==> src/rtl/vm_pkg.sv <==
// Shared types and defaults for the voting-machine front end.
package vm_pkg;

    localparam int CAND_N             = 4;
    localparam int DEF_DEB_CYCLES     = 4;
    localparam int DEF_HOLD_CYCLES    = 16;
    localparam int DEF_TIMEOUT_CYCLES = 1000;
    localparam int DEF_CNT_W          = 8;

    typedef enum logic [2:0] {
        IDLE,
        ARMED,
        DEBOUNCE,
        DRIVE,
        RELEASE
    } state_t;

    function automatic logic is_onehot(input logic [CAND_N-1:0] v);
        return (v != '0) && ((v & (v - CAND_N'(1))) == '0);
    endfunction

endpackage

==> src/rtl/btn_sync.sv <==
// Two-flop synchronizer for the asynchronous candidate buttons.
module btn_sync
    import vm_pkg::*;
#(
    parameter int W = CAND_N
) (
    input  logic         clk,
    input  logic         rst_n,
    input  logic [W-1:0] async_i,
    output logic [W-1:0] sync_o
);

    logic [W-1:0] meta_q;
    logic [W-1:0] sync_q;

    always_ff @(posedge clk or negedge rst_n) begin
        if (!rst_n) begin
            meta_q <= '0;
            sync_q <= '0;
        end else begin
            meta_q <= async_i;
            sync_q <= meta_q;
        end
    end

    assign sync_o = sync_q;

endmodule

==> src/rtl/ballot_controller.sv <==
// Ballot sequencer: arms one ballot, qualifies a single debounced press and
// drives a fixed-length one-hot vote pulse into the voting machine.
module ballot_controller
    import vm_pkg::*;
#(
    parameter int DEB_CYCLES     = DEF_DEB_CYCLES,
    parameter int HOLD_CYCLES    = DEF_HOLD_CYCLES,
    parameter int TIMEOUT_CYCLES = DEF_TIMEOUT_CYCLES,
    parameter int CNT_W          = DEF_CNT_W
) (
    input  logic              clk,
    input  logic              reset,
    input  logic              mode,
    input  logic              ballot_issue,
    input  logic              button1,
    input  logic              button2,
    input  logic              button3,
    input  logic              button4,
    output logic [CAND_N-1:0] vote_btn,
    output logic              ballot_ready,
    output logic              busy,
    output logic              vote_done,
    output logic              reject,
    output logic              timeout,
    output logic [CNT_W-1:0]  votes_cast
);

    localparam int TMR_W  = $clog2(TIMEOUT_CYCLES + 1);
    localparam int DEB_W  = $clog2(DEB_CYCLES + 1);
    localparam int HOLD_W = $clog2(HOLD_CYCLES + 1);

    localparam logic [TMR_W-1:0]  TMR_LAST  = TMR_W'(TIMEOUT_CYCLES - 1);
    localparam logic [DEB_W-1:0]  DEB_LAST  = DEB_W'(DEB_CYCLES - 1);
    localparam logic [HOLD_W-1:0] HOLD_LAST = HOLD_W'(HOLD_CYCLES - 1);

    logic [CAND_N-1:0] btn_raw;
    logic [CAND_N-1:0] btn_s;

    state_t            state_q;
    state_t            state_d;
    logic [TMR_W-1:0]  timer_q;
    logic [DEB_W-1:0]  deb_cnt_q;
    logic [HOLD_W-1:0] hold_cnt_q;
    logic [CAND_N-1:0] sel_q;
    logic              keep_q;

    logic [CAND_N-1:0] vote_btn_q;
    logic              ballot_ready_q;
    logic              busy_q;
    logic              vote_done_q;
    logic              reject_q;
    logic              timeout_q;
    logic [CNT_W-1:0]  votes_cast_q;

    logic deb_match;
    logic deb_done;
    logic hold_done;
    logic tmr_expired;

    assign btn_raw = {button4, button3, button2, button1};

    btn_sync #(.W(CAND_N)) u_btn_sync (
        .clk    (clk),
        .rst_n  (reset),
        .async_i(btn_raw),
        .sync_o (btn_s)
    );

    assign deb_match   = (btn_s == sel_q);
    assign deb_done    = (deb_cnt_q >= DEB_LAST);
    assign hold_done   = (hold_cnt_q == HOLD_LAST);
    assign tmr_expired = (timer_q >= TMR_LAST);

    // Result mode overrides every state, so a drive in flight is simply abandoned.
    always_comb begin
        state_d = state_q;
        if (mode) begin
            state_d = IDLE;
        end else begin
            case (state_q)
                IDLE:     if (ballot_issue) state_d = ARMED;
                ARMED: begin
                    if (tmr_expired)             state_d = IDLE;
                    else if (is_onehot(btn_s))   state_d = DEBOUNCE;
                    else if (btn_s != '0)        state_d = RELEASE;
                end
                DEBOUNCE: begin
                    if (!deb_match)              state_d = ARMED;
                    else if (deb_done)           state_d = DRIVE;
                end
                DRIVE:    if (hold_done) state_d = RELEASE;
                RELEASE:  if (btn_s == '0) state_d = keep_q ? ARMED : IDLE;
                default:  state_d = IDLE;
            endcase
        end
    end

    // Outputs are decoded from the next state so they line up with state_q.
    always_ff @(posedge clk or negedge reset) begin
        if (!reset) begin
            state_q        <= IDLE;
            timer_q        <= '0;
            deb_cnt_q      <= '0;
            hold_cnt_q     <= '0;
            sel_q          <= '0;
            keep_q         <= 1'b0;
            vote_btn_q     <= '0;
            ballot_ready_q <= 1'b0;
            busy_q         <= 1'b0;
            vote_done_q    <= 1'b0;
            reject_q       <= 1'b0;
            timeout_q      <= 1'b0;
            votes_cast_q   <= '0;
        end else begin
            state_q        <= state_d;
            ballot_ready_q <= (state_d == ARMED) || (state_d == DEBOUNCE);
            busy_q         <= (state_d == DEBOUNCE) || (state_d == DRIVE) || (state_d == RELEASE);
            vote_btn_q     <= (state_d == DRIVE) ? sel_q : '0;
            vote_done_q    <= 1'b0;
            reject_q       <= 1'b0;
            timeout_q      <= 1'b0;

            if (mode) begin
                keep_q <= 1'b0;
            end else begin
                case (state_q)
                    IDLE: begin
                        if (ballot_issue) begin
                            timer_q <= '0;
                            keep_q  <= 1'b0;
                        end
                    end
                    ARMED: begin
                        if (tmr_expired) begin
                            timeout_q <= 1'b1;
                        end else begin
                            timer_q <= timer_q + TMR_W'(1);
                            if (is_onehot(btn_s)) begin
                                sel_q     <= btn_s;
                                deb_cnt_q <= DEB_W'(1);
                            end else if (btn_s != '0) begin
                                reject_q <= 1'b1;
                                keep_q   <= 1'b1;
                            end
                        end
                    end
                    DEBOUNCE: begin
                        // Saturate so a long debounce cannot wrap the ballot timer.
                        if (!tmr_expired) timer_q <= timer_q + TMR_W'(1);
                        if (deb_match) deb_cnt_q <= deb_cnt_q + DEB_W'(1);
                        hold_cnt_q <= '0;
                    end
                    DRIVE: begin
                        if (hold_done) begin
                            hold_cnt_q   <= '0;
                            vote_done_q  <= 1'b1;
                            votes_cast_q <= votes_cast_q + CNT_W'(1);
                            keep_q       <= 1'b0;
                        end else begin
                            hold_cnt_q <= hold_cnt_q + HOLD_W'(1);
                        end
                    end
                    default: ;
                endcase
            end
        end
    end

    assign vote_btn     = vote_btn_q;
    assign ballot_ready = ballot_ready_q;
    assign busy         = busy_q;
    assign vote_done    = vote_done_q;
    assign reject       = reject_q;
    assign timeout      = timeout_q;
    assign votes_cast   = votes_cast_q;

endmodule

==> config.mk <==
export PLATFORM = sky130hd
export DESIGN_NAME = ballot_controller
export DESIGN_NICKNAME = d
export VERILOG_FILES = /design/src/rtl/vm_pkg.sv /design/src/rtl/btn_sync.sv /design/src/rtl/ballot_controller.sv
export SDC_FILE = /design/constraint.sdc
export NUM_CORES = 1
export LEC_CHECK = 0
export BUFFER_PORTS_ARGS = -buffer_cell sky130_fd_sc_hd__buf_4
export CORE_MARGIN = 2
export CORE_UTILIZATION = 40
export CTS_BUF_LIST = sky130_fd_sc_hd__clkbuf_4
export DETAILED_ROUTE_END_ITERATION = 12
export GPL_TIMING_DRIVEN = 0
export PLACE_DENSITY = 0.65
export SYNTH_ARGS = -nofsm -noshare
export SYNTH_HDL_FRONTEND = slang
export SYNTH_SLANG_ARGS = --single-unit
==> constraint.sdc <==
create_clock -name clk -period 4.5 [get_ports clk]
set_clock_uncertainty 0.15 [all_clocks]
set_input_delay 0.45 -clock clk [delete_from_list [all_inputs] [get_ports clk]]
set_output_delay 0.45 -clock clk [all_outputs]
set_load 0.02 [all_outputs]
# == Yosys cells after proc, flatten, opt, wreduce, memory -nomap -nowiden ==
# Index checks and enable logic that the tools add are counted.
# word_totals
regBits,51
latchBits,0
mem_bits_rw,0
romBits,0
in_bits,8
out_inout_bits,17
wordCells,103
n_memories,0
# classes
n_addsub,5
mul,0
div,0
magnitude_cmp,2
n_eq_ne,20
n_shift,0
muxes,39
bitwise,3
reduce_logical,19
# ops
operator,count
3-bit two-way mux,12
10-bit two-way mux,2
10-bit one-hot mux with 2 select lines,1
1-bit two-way mux,18
3-bit != test (second input constant),5
3-bit one-hot mux with 5 select lines,1
3-bit by 2-bit == test with 1-bit output (second input constant),4
10-bit by 1-bit adder with 10-bit output (second input constant),1
10-bit greater-or-equal comparator (second input constant),1
2-bit != test (second input constant),5
5-bit one-hot mux with 2 select lines,1
8-bit by 1-bit adder with 8-bit output (second input constant),1
4-bit logical NOT,2
4-bit AND reduction,2
4-bit nonzero test,2
3-bit by 1-bit == test with 1-bit output (second input constant),2
3-bit == test (second input constant),2
3-bit one-hot mux with 2 select lines,1
6-bit AND reduction,1
2-bit nonzero test,3
5-bit by 1-bit adder with 5-bit output (second input constant),1
5-bit by 4-bit == test with 1-bit output (second input constant),1
5-bit two-way mux,1
5-bit AND reduction,1
other kinds (14),17

# == Depth between registers and ports, before layout ==
# Gate-level depths: netlist (run 1).
# depth
depth_word,11
ltp_mapped,8
ltp_nobuf,7

# == Cells and area by module ==
# A second synthesis (run 1) with hierarchy kept.
# unflattened
hier_cells,223
area_unflattened_um2,2458.6
# modules_own_cells
module,n_inst,cells_per_inst,area_per_inst_um2,seq_area_each_um2
ballot_controller,1,215,2258.4,1076.0
btn_sync,1,8,200.2,200.2

# == Worst setup path before layout (run 1) ==
# No wires, ideal clock.
# synth_path
path_kind,reg-to-reg
from,register timer_q[0]
to,register deb_cnt_q[2]
setup_ns,0.125
arrival_ns,2.082
t_required_ns,4.225
path_slack_ns,2.143
stages_incl_launch_ff,9
n_path_buf,1
synth_period_minus_slack_ns,2.357
cell_sequence,dfrtp_1 ha_1 a211o_1 a31oi_4 o21ai_2 or3b_1 buf_2 o31a_4 mux2_4
# synth_between
elab_chain_len,3
# synth_lines
item,line_no,rtl
"start, declared",ballot_controller.sv:41,logic [TMR_W-1:0] timer_q;
"start signal, assigned",ballot_controller.sv:137,timer_q <= timer_q + TMR_W'(1);
"start signal, assigned",ballot_controller.sv:149,if (!tmr_expired) timer_q <= timer_q + TMR_W'(1);
10-bit greater-or-equal comparator,ballot_controller.sv:72,assign tmr_expired = (timer_q >= TMR_LAST);
2-bit != test (no line),-,
5-bit AND reduction (no line),-,
"end signal, assigned",ballot_controller.sv:150,if (deb_match) deb_cnt_q <= deb_cnt_q + DEB_W'(1);
"end, declared",ballot_controller.sv:42,logic [DEB_W-1:0] deb_cnt_q;
# Every way passes these cells.
# A chain may end at the register's enable or synchronous reset.

# == Worst setup path in the final report (run 1) ==
# Same ends and word-level chain as after synthesis.

==> parameters.txt, run 1 <==
Parameter                              Value

Pwr
  Internal Dissipation ... between 0.0007 and 0.0008 W
  Fraction of power consumed by the clock network ... between 30 and 40%
  Power share of the combinational group ... between 10% and 20%
  Max VDD drop ... ~0.17 mV
  Power density normalized to cell area ... about 360 nW/um2
  Leakage power ... between 1 and 1.5 nW
  Switching share of total power ... ~24%
  Fraction of power consumed by sequential logic ... around 54%
  Net switching power ... 0.000239 W

Critical path
  Startpoint Class ... register
  Start-to-end type of the worst setup path ... reg -> reg
  Critical path capture point type ... register
  Maximum fanout encountered on the critical timing path ... 5
  Critical path data arrival time ... approximately 2600 ps
  Required time of the critical path ... around 4600 ps
  Worst Reg-to-Reg Cells ... 8

Yosys
  Flops & latches, synth ... 51
  Mapped Avg Cell Area ... approximately 11 um2
  Fraction of registers with async set/reset ... 100%
  Gate Count Post-Synth ... between 200 and 250
  Xor/xnor share of the synthesized area ... just under 7%
  Main combinational cell family by area after synthesis ... simple AND/OR/NAND/NOR gates
  Post-Synthesis Cell Area ... ~2300 um2
  Post-synthesis cell type with the largest combined area ... sky130_fd_sc_hd__dfrtp_1
  Number of synthesized flops with an enable pin ... 0
  Syn. warnings ... 0
  Synth top area cells ... sky130_fd_sc_hd__dfrtp_1 55%, sky130_fd_sc_hd__xnor2_1 3.4%, sky130_fd_sc_hd__xor2_1 3.4%
  Synth unique cells ... between 40 and 50
  Portion of netlist area occupied by mux cells ... 4.76%
  Yosys top cell area share ... between 50% and 60%
  Adder and majority gate portion of the synthesized area ... 2.67%
  Commonest register cell after synthesis ... sky130_fd_sc_hd__dfrtp_1
  Area fraction in compound gates after synthesis ... around 11%
  Seq/Total Area, Yosys ... 54.5%
  Post-synthesis simple-gate area fraction ... a little under a fifth
  Net Count, Synth ... 223

Outcome
  Outcome ... completed

Floorplan
  Full die area ... between 6000 and 7000 um2
  Die Span Y ... about 80 um
  Core area ... 5570 um2
  Row cnt ... 27
  Total I/O pin count ... 25
  Initial cell density of the core ... between 40% and 50%
  Horizontal die dimension ... 80.5 um

Global routing
  Met2 Usage GRT ... between 20% and 30%
  Met1 Resource Use GR ... about a fifth
  Total overflow reported by the global router ... 0
  Met3 usage in global routing ... about 3.7%
  Total routing resource utilization after global routing ... between 10 and 15%
  Vias in the first global route ... 1,546
  GR peak layer ... met2
  Global-route wire length before repair ... approximately 7100 um
  Antenna violations before repair ... 0
  Maximum number of pins on one net before global-route repair ... 52

CTS
  Clock latency on the worst-skew pair ... 360 ps
  TritonCTS clock tree ... done
  Post-cts hold buffer count ... 1
  Post-CTS sizing ... 0
  Cts bufs inserted ... 5
  H-tree Lvls ... 2
  Number of clock sinks ... 51
  Clock root cell ... sky130_fd_sc_hd__clkbuf_4
  Post-CTS setup repair buffer count ... 0
  Post-CTS clock slew at the launch and capture registers of the worst setup and hold paths ... between 100 and 150 ps
  Maximum number of buffers from clock root to sink ... 2

Detailed routing
  DRC viols ... 0
  Via density per instance ... roughly 5.2
  Average wire per standard cell ... approximately 13 um
  Number of detailed-route iterations in the first pass ... 4
  DRT iter0 DRCs ... 66
  Via count ... between 1,500 and 2,000
  Number of nets with antenna violations after detailed routing ... 0
  Routed wire length ... just over 4000 um

Placed design
  Weighted congestion reported at the end of routability-driven placement ... 0.784
  HPWL after detailed placement ... just under 3000 um
  Count of buffers from port buffering ... 23

Layout
  Number of antenna repair diodes ... 0
  Layout net count ... between 200 and 300
  FILL cells ... 523
  Ratio of cells with drive above 1 in the final layout ... between 10% and 20%
  Final standard cell utilization of the core ... between 40% and 50%
  Relative area change from synthesis to final layout ... 17.4%

Timing
  Worst Max-Slew Pin Slew ... between 700 and 800 ps
  Total Neg Setup Slack ... 0 ps
  Final slew viol count ... 0
  Crit path time final ... ~2500 ps
  Hold violation count in the final report ... 0
  Highest Clock Rate ... 401 MHz
  RSZ-0062 raised after global routing ... false
  Number of setup violations in the final report ... 0
  Worst slew margin relative to its limit ... about 48%
  Tcrit/Tclk final ... a little under three fifths

Job
  Total of max-cap violations ... 0

Worst hold path
  Worst hold path type ... in -> reg
  Hold Path Stages ... 1
final timing paths:
path                                            from                   end  slack (ps)
worst max-delay path                      timer_q[0]          deb_cnt_q[2]        2010
max in group asynchronous                      reset           vote_btn[0]        3300
worst min-delay path                         button2  u_btn_sync.meta_q[1]          40
worst min register to register  u_btn_sync.meta_q[3]  u_btn_sync.sync_o[3]         210
worst max register to register            timer_q[0]          deb_cnt_q[2]        2010
min in group asynchronous                      reset  u_btn_sync.meta_q[2]         470
power by group through the flow:
stage / Combinational (W) / Clock [W] / Sequential (W)
floorplan: 0.0000976 / 0 / 0.000535
global placement: 0.000133 / 0 / 0.000538
detailed placement: 0.000138 / 0 / 0.000539
CTS: 0.000139 / 0.000326 / 0.000530
global route: 0.000159 / 0.000342 / 0.000537
finish: 0.000139 / 0.000317 / 0.000529
cells in the mapped netlist, types with 2 or more instances:
cell	n
sky130_fd_sc_hd__nor2_1	18
sky130_fd_sc_hd__nand3_1	11
sky130_fd_sc_hd__mux2i_1	4
sky130_fd_sc_hd__or2_1	2
sky130_fd_sc_hd__and3_1	4
sky130_fd_sc_hd__o21ai_1	7
sky130_fd_sc_hd__nor3_1	7
sky130_fd_sc_hd__mux2_1	5
sky130_fd_sc_hd__buf_2	2
sky130_fd_sc_hd__nand4_1	3
sky130_fd_sc_hd__xor2_1	9
sky130_fd_sc_hd__and4_1	3
sky130_fd_sc_hd__ha_1	5
sky130_fd_sc_hd__or3b_1	2
sky130_fd_sc_hd__nand2_1	17
sky130_fd_sc_hd__dfrtp_1	51
sky130_fd_sc_hd__a211oi_1	2
sky130_fd_sc_hd__and2_1	5
sky130_fd_sc_hd__a21o_1	3
sky130_fd_sc_hd__a21oi_1	5
sky130_fd_sc_hd__nand4b_1	2
sky130_fd_sc_hd__nor2b_1	2
sky130_fd_sc_hd__xnor2_1	9
sky130_fd_sc_hd__clkbuf_1	4
sky130_fd_sc_hd__inv_1	4
sky130_fd_sc_hd__nand2b_1	2
final cells by class:
| class | count | area, um2 | share of cell area (%) |
|---|---|---|---|
| Sequential cell | 51 | 1280 | 46.4 |
| Multi-Input combinational cell | 147 | 1010 | 36.7 |
| Timing Repair Buffer | 27 | 213 | 7.74 |
| Tap cell | 72 | 90.1 | 3.28 |
| Clock inverter | 2 | 60.1 | 2.19 |
| Clock buffer | 6 | 45.0 | 1.64 |
| Buffer | 7 | 36.3 | 1.32 |
| Inverter | 5 | 18.8 | 0.683 |
cell families after synthesis:
kind of cell / Yosys count
simple gates: 82
flops: 51
compound gates: 32
xor+xnor: 18
buf+inv: 12
mux: 10
fa+ha+maj: 5
per-stage QoR:
step | power, W | hold WS, ps | cell area (um2) | instances | worst slack (ps)
5_1_grt | 0.00104 | 1.84 | 2750 | 317 | 1900
6_report | 0.000985 | 35.8 | 2750 | 317 | 2010
3_5_place_dp | 0.000677 | 185 | 2600 | 305 | 1810
4_1_cts | 0.000995 | 12.0 | 2720 | 314 | 1990
2_1_floorplan | 0.000633 | 4.41 | 2340 | 210 | 2140
3_3_place_gp | 0.000671 | 182 | 2600 | 305 | 1840
critical path, stage by stage, from the launching register on:
cell	delay [ps]
sky130_fd_sc_hd__dfrtp_1	430
sky130_fd_sc_hd__ha_1	240
sky130_fd_sc_hd__a211o_1	320
sky130_fd_sc_hd__a31oi_4	240
sky130_fd_sc_hd__o21ai_2	80
sky130_fd_sc_hd__or3b_1	340
sky130_fd_sc_hd__buf_2	170
sky130_fd_sc_hd__o31a_4	130
sky130_fd_sc_hd__mux2_4	290
cells in the final DEF (no fill, tap or decap), drive strengths merged, types with 6 or more instances in the layout:
cell / Yosys / layout
o21ai: 9 / 9
buf: 3 / 26
nand3: 11 / 11
clkbuf: 4 / 10
dfrtp: 51 / 51
nor2: 18 / 18
nand2: 17 / 17
xnor2: 9 / 9
nor3: 7 / 7
mux2: 6 / 6
xor2: 9 / 9
flip-flops by register name, indices dropped and copies added (netlist names), 3 cells and up:
name,flops
votes_cast,8
deb_cnt_q,3
hold_cnt_q,5
timer_q,10
u_btn_sync.meta_q,4
vote_btn,4
u_btn_sync.sync_o,4
sel_q,4
state_q,3
routing by layer:
| metal | share of wire (%) | vias up |
|---|---|---|
| met1 | 48 | 794 |
| li1 | - | 811 |
| met3 | 4.5 | 6 |
| met2 | 46 | 31 |
| met4 | 1.6 | 0 |
| met5 | 0 | - |
Note: power is estimated with default switching activity, not from simulation.
==> inputs of run 2 (changes only) <==
--- a/config.mk
+++ b/config.mk
@@ -11,7 +11,7 @@
 export CTS_BUF_LIST = sky130_fd_sc_hd__clkbuf_4
 export DETAILED_ROUTE_END_ITERATION = 12
 export GPL_TIMING_DRIVEN = 0
-export PLACE_DENSITY = 0.65
+export PLACE_DENSITY = 0.67
 export SYNTH_ARGS = -nofsm -noshare
 export SYNTH_HDL_FRONTEND = slang
 export SYNTH_SLANG_ARGS = --single-unit
==> constraint.sdc (replaced) <==
create_clock -name clk -period 2.1 [get_ports clk]
set_clock_uncertainty 0.15 [all_clocks]
set_input_delay 0.21 -clock clk [delete_from_list [all_inputs] [get_ports clk]]
set_output_delay 0.21 -clock clk [all_outputs]
set_load 0.02 [all_outputs]
==> parameters.txt, run 2 (synthesis gave the netlist of run 1 again) <==
Parameter                              Value

Outcome
  Outcome ... complete, but fails checks (was completed)
  Violated checks ... negative setup slack

Detailed routing
  Via density per instance ... 5.21 (was 5.18)
  DRT iter0 DRCs ... 88 (was 66)
  Via count ... 1,720 (was 1,642)
  Number of nets with antenna violations after detailed routing ... 0 (unchanged)
  DRC viols ... 0 (unchanged)
  Average wire per standard cell ... 13.3 um (was 12.9 um)
  Routed wire length ... 4400 um (was 4080 um)
  Number of detailed-route iterations in the first pass ... 5 (was 4)

Layout
  Leading cell types in the layout, fill and taps excluded ... 50 x sky130_fd_sc_hd__dfrtp_1, 35 x sky130_fd_sc_hd__buf_4, 17 x sky130_fd_sc_hd__nor2_1 (was 51 x sky130_fd_sc_hd__dfrtp_1, 23 x sky130_fd_sc_hd__buf_4, 18 x sky130_fd_sc_hd__nor2_1)
  Number of antenna repair diodes ... 0 (unchanged)
  Ratio of cells with drive above 1 in the final layout ... 27.1% (was 16.7%)
  Most common library cell in the layout ignoring fill and taps ... sky130_fd_sc_hd__dfrtp_1 (unchanged)
  Flip-flop count of the largest register, all copies and words added ... 10 (unchanged)
  FILL cells ... 508 (was 523)
  Biggest register ... timer_q (unchanged)
  Area of combinational cells with multiple inputs ... 1080 um2 (was 1010 um2)
  Relative area change from synthesis to final layout ... 24.0% (was 17.4%)
  Combined flip-flop and latch cell area ... 1280 um2 (about the same)
  Layout net count ... 270 (was 257)

CTS
  TritonCTS clock tree ... done (unchanged)
  Post-CTS clock slew at the launch and capture registers of the worst setup and hold paths ... 160 ps (was 140 ps)
  Cts bufs inserted ... 5 (unchanged)
  Number of clock sinks ... 51 (unchanged)
  H-tree Lvls ... 2 (unchanged)
  Clock root cell ... sky130_fd_sc_hd__clkbuf_4 (unchanged)
  Clock latency on the worst-skew pair ... 370 ps (was 360 ps)
  Maximum number of buffers from clock root to sink ... 2 (unchanged)

Floorplan
  Core area ... 5570 um2 (unchanged)
  Row cnt ... 27 (unchanged)
  Full die area ... 6480 um2 (unchanged)
  Initial cell density of the core ... 42.0% (unchanged)
  Die Span Y ... 80.5 um (unchanged)
  Total I/O pin count ... 25 (unchanged)
  Horizontal die dimension ... 80.5 um (unchanged)

Critical path
  Start-to-end type of the worst setup path ... reg -> reg (unchanged)
  Cell with the largest stage delay on the worst path ... sky130_fd_sc_hd__dfrtp_1 (unchanged)
  Startpoint Class ... register (unchanged)
  Maximum fanout encountered on the critical timing path ... 6 (was 5)
  Max incr delay on CP ... 440 ps (was 430 ps)
  Critical path data arrival time ... 2510 ps (was 2600 ps)
  Critical path capture point type ... register (unchanged)
  Required time of the critical path ... 2200 ps (was 4610 ps)
  Cells along the critical path ... or3b_1 > buf_6 > a31oi_4 > o21ai_2 > or3b_1 > buf_6 > o31a_4 > mux2_4 (was ha_1 > a211o_1 > a31oi_4 > o21ai_2 > or3b_1 > buf_2 > o31a_4 > mux2_4)

Worst hold path
  Worst hold path type ... in -> reg (unchanged)

Pwr
  Switching share of total power ... 28.5% (was 24.3%)
  Power share of the combinational group ... 18.9% (was 14.1%)
  Net switching power ... 0.000559 W (was 0.000239 W)
  Fraction of power consumed by sequential logic ... 58.0% (was 53.7%)
  Power density normalized to cell area ... 675 nW/um2 (was 358 nW/um2)
  Leakage power ... 1.42 nW (was 1.33 nW)
  Fraction of power consumed by the clock network ... 23.1% (was 32.2%)
  Max VDD drop ... 0.407 mV (was 0.166 mV)
  Total power draw ... 0.00196 W (was 0.000985 W)
  Internal Dissipation ... 0.00140 W (was 0.000745 W)

Timing
  Number of setup violations in the final report ... 12 (was 0)
  Tcrit/Tclk final ... 115% (was 55.4%)
  Final worst-path setup slack ... -309 ps (was 2010 ps)
  Worst slew margin relative to its limit ... 48.5% (was 47.8%)
  Crit path time final ... 2410 ps (was 2490 ps)
  Final slew viol count ... 0 (unchanged)
  RSZ-0062 raised after global routing ... true (was false)
  Hold violation count in the final report ... 0 (unchanged)
  Worst-case hold slack ... 129 ps (was 35.8 ps)
  Highest Clock Rate ... 415 MHz (was 401 MHz)
  Worst Max-Slew Pin Slew ... 766 ps (was 777 ps)

Placed design
  Count of buffers from port buffering ... 23 (unchanged)
  HPWL after detailed placement ... 2950 um (was 2900 um)
  Weighted congestion reported at the end of routability-driven placement ... 0.801 (was 0.784)

Job
  Total of max-cap violations ... 0 (unchanged)

Global routing
  Maximum number of pins on one net before global-route repair ... 52 (unchanged)
  Global-route wire length before repair ... 7510 um (was 7140 um)
  Vias in the first global route ... 1,633 (was 1,546)
  Antenna violations before repair ... 0 (unchanged)
  Total routing resource utilization after global routing ... 14.8% (was 14.4%)
  Total overflow reported by the global router ... 0 (unchanged)
==> run 2: cell count changes in the layout (fill, tap and decap cells not counted), sizes merged <==
cell / change
buf: +13
inv: +1
clkbuf: -2
dlygate4sd3: +1
clkinv: +2
bufinv: -2
==> run 2: area by class of cell <==
type	count	share of cell area, %
Clock inverter	3	0.776
Sequential cell	51	44.0
Multi-Input combinational cell	147	37.3
Buffer	6	1.38
Clock buffer	5	1.29
Tap cell	72	3.10
Inverter	5	0.647
Timing Repair Buffer	41	11.5
==> run 2: per-stage QoR <==
| stage | TNS [ps] | instance area (um2) | cells | setup WS (ps) | util (%) |
|---|---|---|---|---|---|
| after detailed placement | -4540 | 2610 | 305 | -371 | 46.8 |
| after floorplan | -702 | 2350 | 210 | -219 | - |
| final | -2030 | 2900 | 330 | -309 | 52.1 |
| after global placement | -4160 | 2610 | 305 | -348 | 46.8 |
| after CTS | -1960 | 2850 | 326 | -298 | 51.1 |
| after global routing | -2950 | 2900 | 330 | -367 | 52.1 |
==> run 2: worst max-delay path: cells and delay by family, from the launching register on <==
family                 cells  cell delay, ps
AOI/OAI and AO/OA          3             380
buffers and inverters      2             280
DFF                        1             440
muxes                      1             290
and+or+nand+nor            2             770
==> run 2: what timing repair did <==
item                                    in CTS  in global routing
endpoints found under the setup margin      27                 21
hold buffers                                 5                  0
buffers inserted                             9                  5
pin swaps                                    3                  6
endpoints found under the hold margin       55                  0
resized for setup                           12                  8
==> run 2: routing by layer <==
layer  track usage (%)  vias up  wire length (um)
li1                  -      831                 -
met1              20.2      854              2070
met2              23.8       28              2140
met3              3.48        7               160
met4              3.90        0                36
met5                 0        -                 0
==> run 2: power groups by stage <==
stage	Combinational, W	Sequential [W]	Clock (W)
floorplan	0.000210	0.00115	0
global placement	0.000287	0.00115	0
detailed placement	0.000296	0.00115	0
CTS	0.000354	0.00114	0.000475
global route	0.000410	0.00115	0.000515
finish	0.000369	0.00114	0.000452
==> run 2: final timing paths <==
check | from | endpoint | slack (ps) | depth (start not counted)
hold / removal | mode | keep_q | 130 | 2
hold reg to reg | u_btn_sync.meta_q[2] | u_btn_sync.sync_o[2] | 220 | 0
min in group asynchronous | reset | vote_btn[0] | 230 | 2
setup / recovery | state_q[2] | deb_cnt_q[2] | -310 | 8
max in group asynchronous | reset | state_q[1] | 1120 | 2
setup reg to reg | state_q[2] | deb_cnt_q[2] | -310 | 8
==> inputs of run 3 (changes only) <==
--- a/config.mk
+++ b/config.mk
@@ -7,11 +7,11 @@
 export LEC_CHECK = 0
 export BUFFER_PORTS_ARGS = -buffer_cell sky130_fd_sc_hd__buf_4
 export CORE_MARGIN = 2
-export CORE_UTILIZATION = 40
+export CORE_UTILIZATION = 50
 export CTS_BUF_LIST = sky130_fd_sc_hd__clkbuf_4
 export DETAILED_ROUTE_END_ITERATION = 12
 export GPL_TIMING_DRIVEN = 0
-export PLACE_DENSITY = 0.67
+export PLACE_DENSITY = 0.79
 export SYNTH_ARGS = -nofsm -noshare
 export SYNTH_HDL_FRONTEND = slang
 export SYNTH_SLANG_ARGS = --single-unit
==> parameters.txt, run 3 (synthesis gave the netlist of run 1 again) <==
Parameter                              Value

Pwr
  Power density normalized to cell area ... 710 nW/um2 (was 675 nW/um2)
  Max VDD drop ... 0.478 mV (was 0.407 mV)
  Net switching power ... 0.000545 W (was 0.000559 W)
  Power share of the combinational group ... 16.8% (was 18.9%)
  Internal Dissipation ... 0.00149 W (was 0.00140 W)
  Switching share of total power ... 26.8% (was 28.5%)
  Fraction of power consumed by the clock network ... 27.5% (was 23.1%)
  Leakage power ... 1.42 nW (about the same)
  Fraction of power consumed by sequential logic ... 55.7% (was 58.0%)

Critical path
  Cell with the largest stage delay on the worst path ... sky130_fd_sc_hd__or3b_4 (was sky130_fd_sc_hd__dfrtp_1)
  Start-to-end type of the worst setup path ... reg -> reg (unchanged)
  Maximum fanout encountered on the critical timing path ... 5 (was 6)
  Critical path capture point type ... register (unchanged)
  Max incr delay on CP ... 450 ps (was 440 ps)
  Critical path launch point ... timer_q[1] (was state_q[2])
  Critical path data arrival time ... 2430 ps (was 2510 ps)
  Startpoint Class ... register (unchanged)
  Launch point of the worst reg-to-reg path ... timer_q[1] (was state_q[2])
  Required time of the critical path ... 2230 ps (was 2200 ps)
  Cells along the critical path ... ha_2 > a211o_1 > a31oi_4 > o21ai_2 > or3b_4 > o31a_4 > mux2_4 (was or3b_1 > buf_6 > a31oi_4 > o21ai_2 > or3b_1 > buf_6 > o31a_4 > mux2_4)

Layout
  Layout net count ... 271 (was 270)
  Number of antenna repair diodes ... 0 (unchanged)
  Most common library cell in the layout ignoring fill and taps ... sky130_fd_sc_hd__dfrtp_1 (unchanged)
  Flip-flop count of the largest register, all copies and words added ... 10 (unchanged)
  Biggest register ... timer_q (unchanged)
  Leading cell types in the layout, fill and taps excluded ... 51 x sky130_fd_sc_hd__dfrtp_1, 38 x sky130_fd_sc_hd__buf_4, 17 x sky130_fd_sc_hd__nor2_1 (was 50 x sky130_fd_sc_hd__dfrtp_1, 35 x sky130_fd_sc_hd__buf_4, 17 x sky130_fd_sc_hd__nor2_1)
  Ratio of cells with drive above 1 in the final layout ... 24.7% (was 27.1%)
  Relative area change from synthesis to final layout ... 22.3% (was 24.0%)
  Final standard cell utilization of the core ... 64.4% (was 52.1%)

Timing
  Hold violation count in the final report ... 0 (unchanged)
  Worst Max-Slew Pin Slew ... 720 ps (was 766 ps)
  Tcrit/Tclk final ... 110% (was 115%)
  Number of setup violations in the final report ... 17 (was 12)
  Final worst-path setup slack ... -202 ps (was -309 ps)
  Highest Clock Rate ... 434 MHz (was 415 MHz)
  Crit path time final ... 2300 ps (was 2410 ps)
  RSZ-0062 raised after global routing ... true (unchanged)
  Worst slew margin relative to its limit ... 51.6% (was 48.5%)
  Worst-case hold slack ... 115 ps (was 129 ps)
  Final slew viol count ... 0 (unchanged)

Outcome
  Outcome ... complete, but fails checks (unchanged)
  Violated checks ... negative setup slack (unchanged)

Floorplan
  Initial cell density of the core ... 52.6% (was 42.0%)
  Horizontal die dimension ... 72.4 um (was 80.5 um)
  Row cnt ... 24 (was 27)
  Die Span Y ... 72.4 um (was 80.5 um)
  Core area ... 4440 um2 (was 5570 um2)
  Full die area ... 5240 um2 (was 6480 um2)
  Total I/O pin count ... 25 (unchanged)

Worst hold path
  Startpoint of the worst hold path ... mode (unchanged)
  Worst hold path type ... in -> reg (unchanged)

CTS
  Cts bufs inserted ... 5 (unchanged)
  Clock root cell ... sky130_fd_sc_hd__clkbuf_4 (unchanged)
  Number of clock sinks ... 51 (unchanged)
  TritonCTS clock tree ... done (unchanged)
  Clock latency on the worst-skew pair ... 370 ps (about the same)
  Maximum number of buffers from clock root to sink ... 2 (unchanged)
  H-tree Lvls ... 2 (unchanged)
  Post-CTS clock slew at the launch and capture registers of the worst setup and hold paths ... 150 ps (was 160 ps)

Detailed routing
  Number of detailed-route iterations in the first pass ... 4 (was 5)
  Via density per instance ... 5.56 (was 5.21)
  Via count ... 1,728 (was 1,720)
  Number of nets with antenna violations after detailed routing ... 0 (unchanged)
  Routed wire length ... 4440 um (was 4400 um)
  DRC viols ... 0 (unchanged)
  DRT iter0 DRCs ... 95 (was 88)
  Average wire per standard cell ... 14.3 um (was 13.3 um)

Global routing
  Vias in the first global route ... 1,660 (was 1,633)
  Global-route wire length before repair ... 7520 um (was 7510 um)
  Antenna violations before repair ... 0 (unchanged)
  Maximum number of pins on one net before global-route repair ... 52 (unchanged)
  Total overflow reported by the global router ... 0 (unchanged)
  Total routing resource utilization after global routing ... 18.7% (was 14.8%)

Placed design
  HPWL after detailed placement ... 2880 um (was 2950 um)
  Weighted congestion reported at the end of routability-driven placement ... 0.817 (was 0.801)
  Setup Slack @ Placement ... -327 ps (was -371 ps)
  Count of buffers from port buffering ... 23 (unchanged)

Job
  Total of max-cap violations ... 0 (unchanged)
==> run 3: cell type report <==
type	count	area (um2)
clock buffer	5	37.5
clock inverter	3	43.8
fill	355	1580
buffer	4	17.5
inverter	5	18.8
multi-input combinational	148	1070
timing repair buffer	43	335
tap	52	65.1
sequential	51	1280
==> run 3: power by group through the flow <==
stage               logic, W  registers, W  clock network [W]
finish              0.000342       0.00113           0.000559
floorplan           0.000210       0.00115                  0
global placement    0.000287       0.00115                  0
global route        0.000383       0.00114           0.000613
detailed placement  0.000296       0.00116                  0
CTS                 0.000333       0.00113           0.000578
==> run 3: critical path: cells and delay by family, from the launching register on <==
kind | cells | cell delay [ps]
fa+ha+maj | 1 | 190
mux | 1 | 290
flops | 1 | 420
simple gates | 1 | 450
compound gates | 4 | 710
==> run 3: what timing repair did <==
item | CTS | global route
cloned | 0 | 1
gates resized for setup | 5 | 9
endpoints found under the setup margin | 26 | 24
endpoints found under the hold margin | 55 | 0
pin swaps | 5 | 7
hold buffers | 5 | 0
buffers inserted | 9 | 6
==> run 3: worst paths after layout <==
kind	depth (start not counted)	slack, ps	to
min in group asynchronous	2	210	timeout
min	2	120	keep_q
max reg2reg	7	-200	deb_cnt_q[2]
max	7	-200	deb_cnt_q[2]
min reg2reg	0	210	u_btn_sync.sync_o[1]
max in group asynchronous	2	1150	sel_q[0]
==> run 3: stage by stage <==
stage | setup TNS [ps] | power [W] | area [um2] | cells
finish | -1270 | 0.00203 | 2860 | 311
global route | -3520 | 0.00214 | 2860 | 311
CTS | -1900 | 0.00204 | 2810 | 306
detailed placement | -3740 | 0.00145 | 2590 | 285
global placement | -3350 | 0.00144 | 2590 | 285
floorplan | -702 | 0.00136 | 2350 | 210
==> run 3: routing by layer <==
layer  vias up  routed length (um)  share of wire (%)  track usage, %
met5         -                   0                  0               0
met2        44                2120                 48            30.7
met3         6                 224                5.0            4.86
met1       838                2030                 46            24.0
li1        840                   -                  -               -
met4         0                  68                1.5            7.20
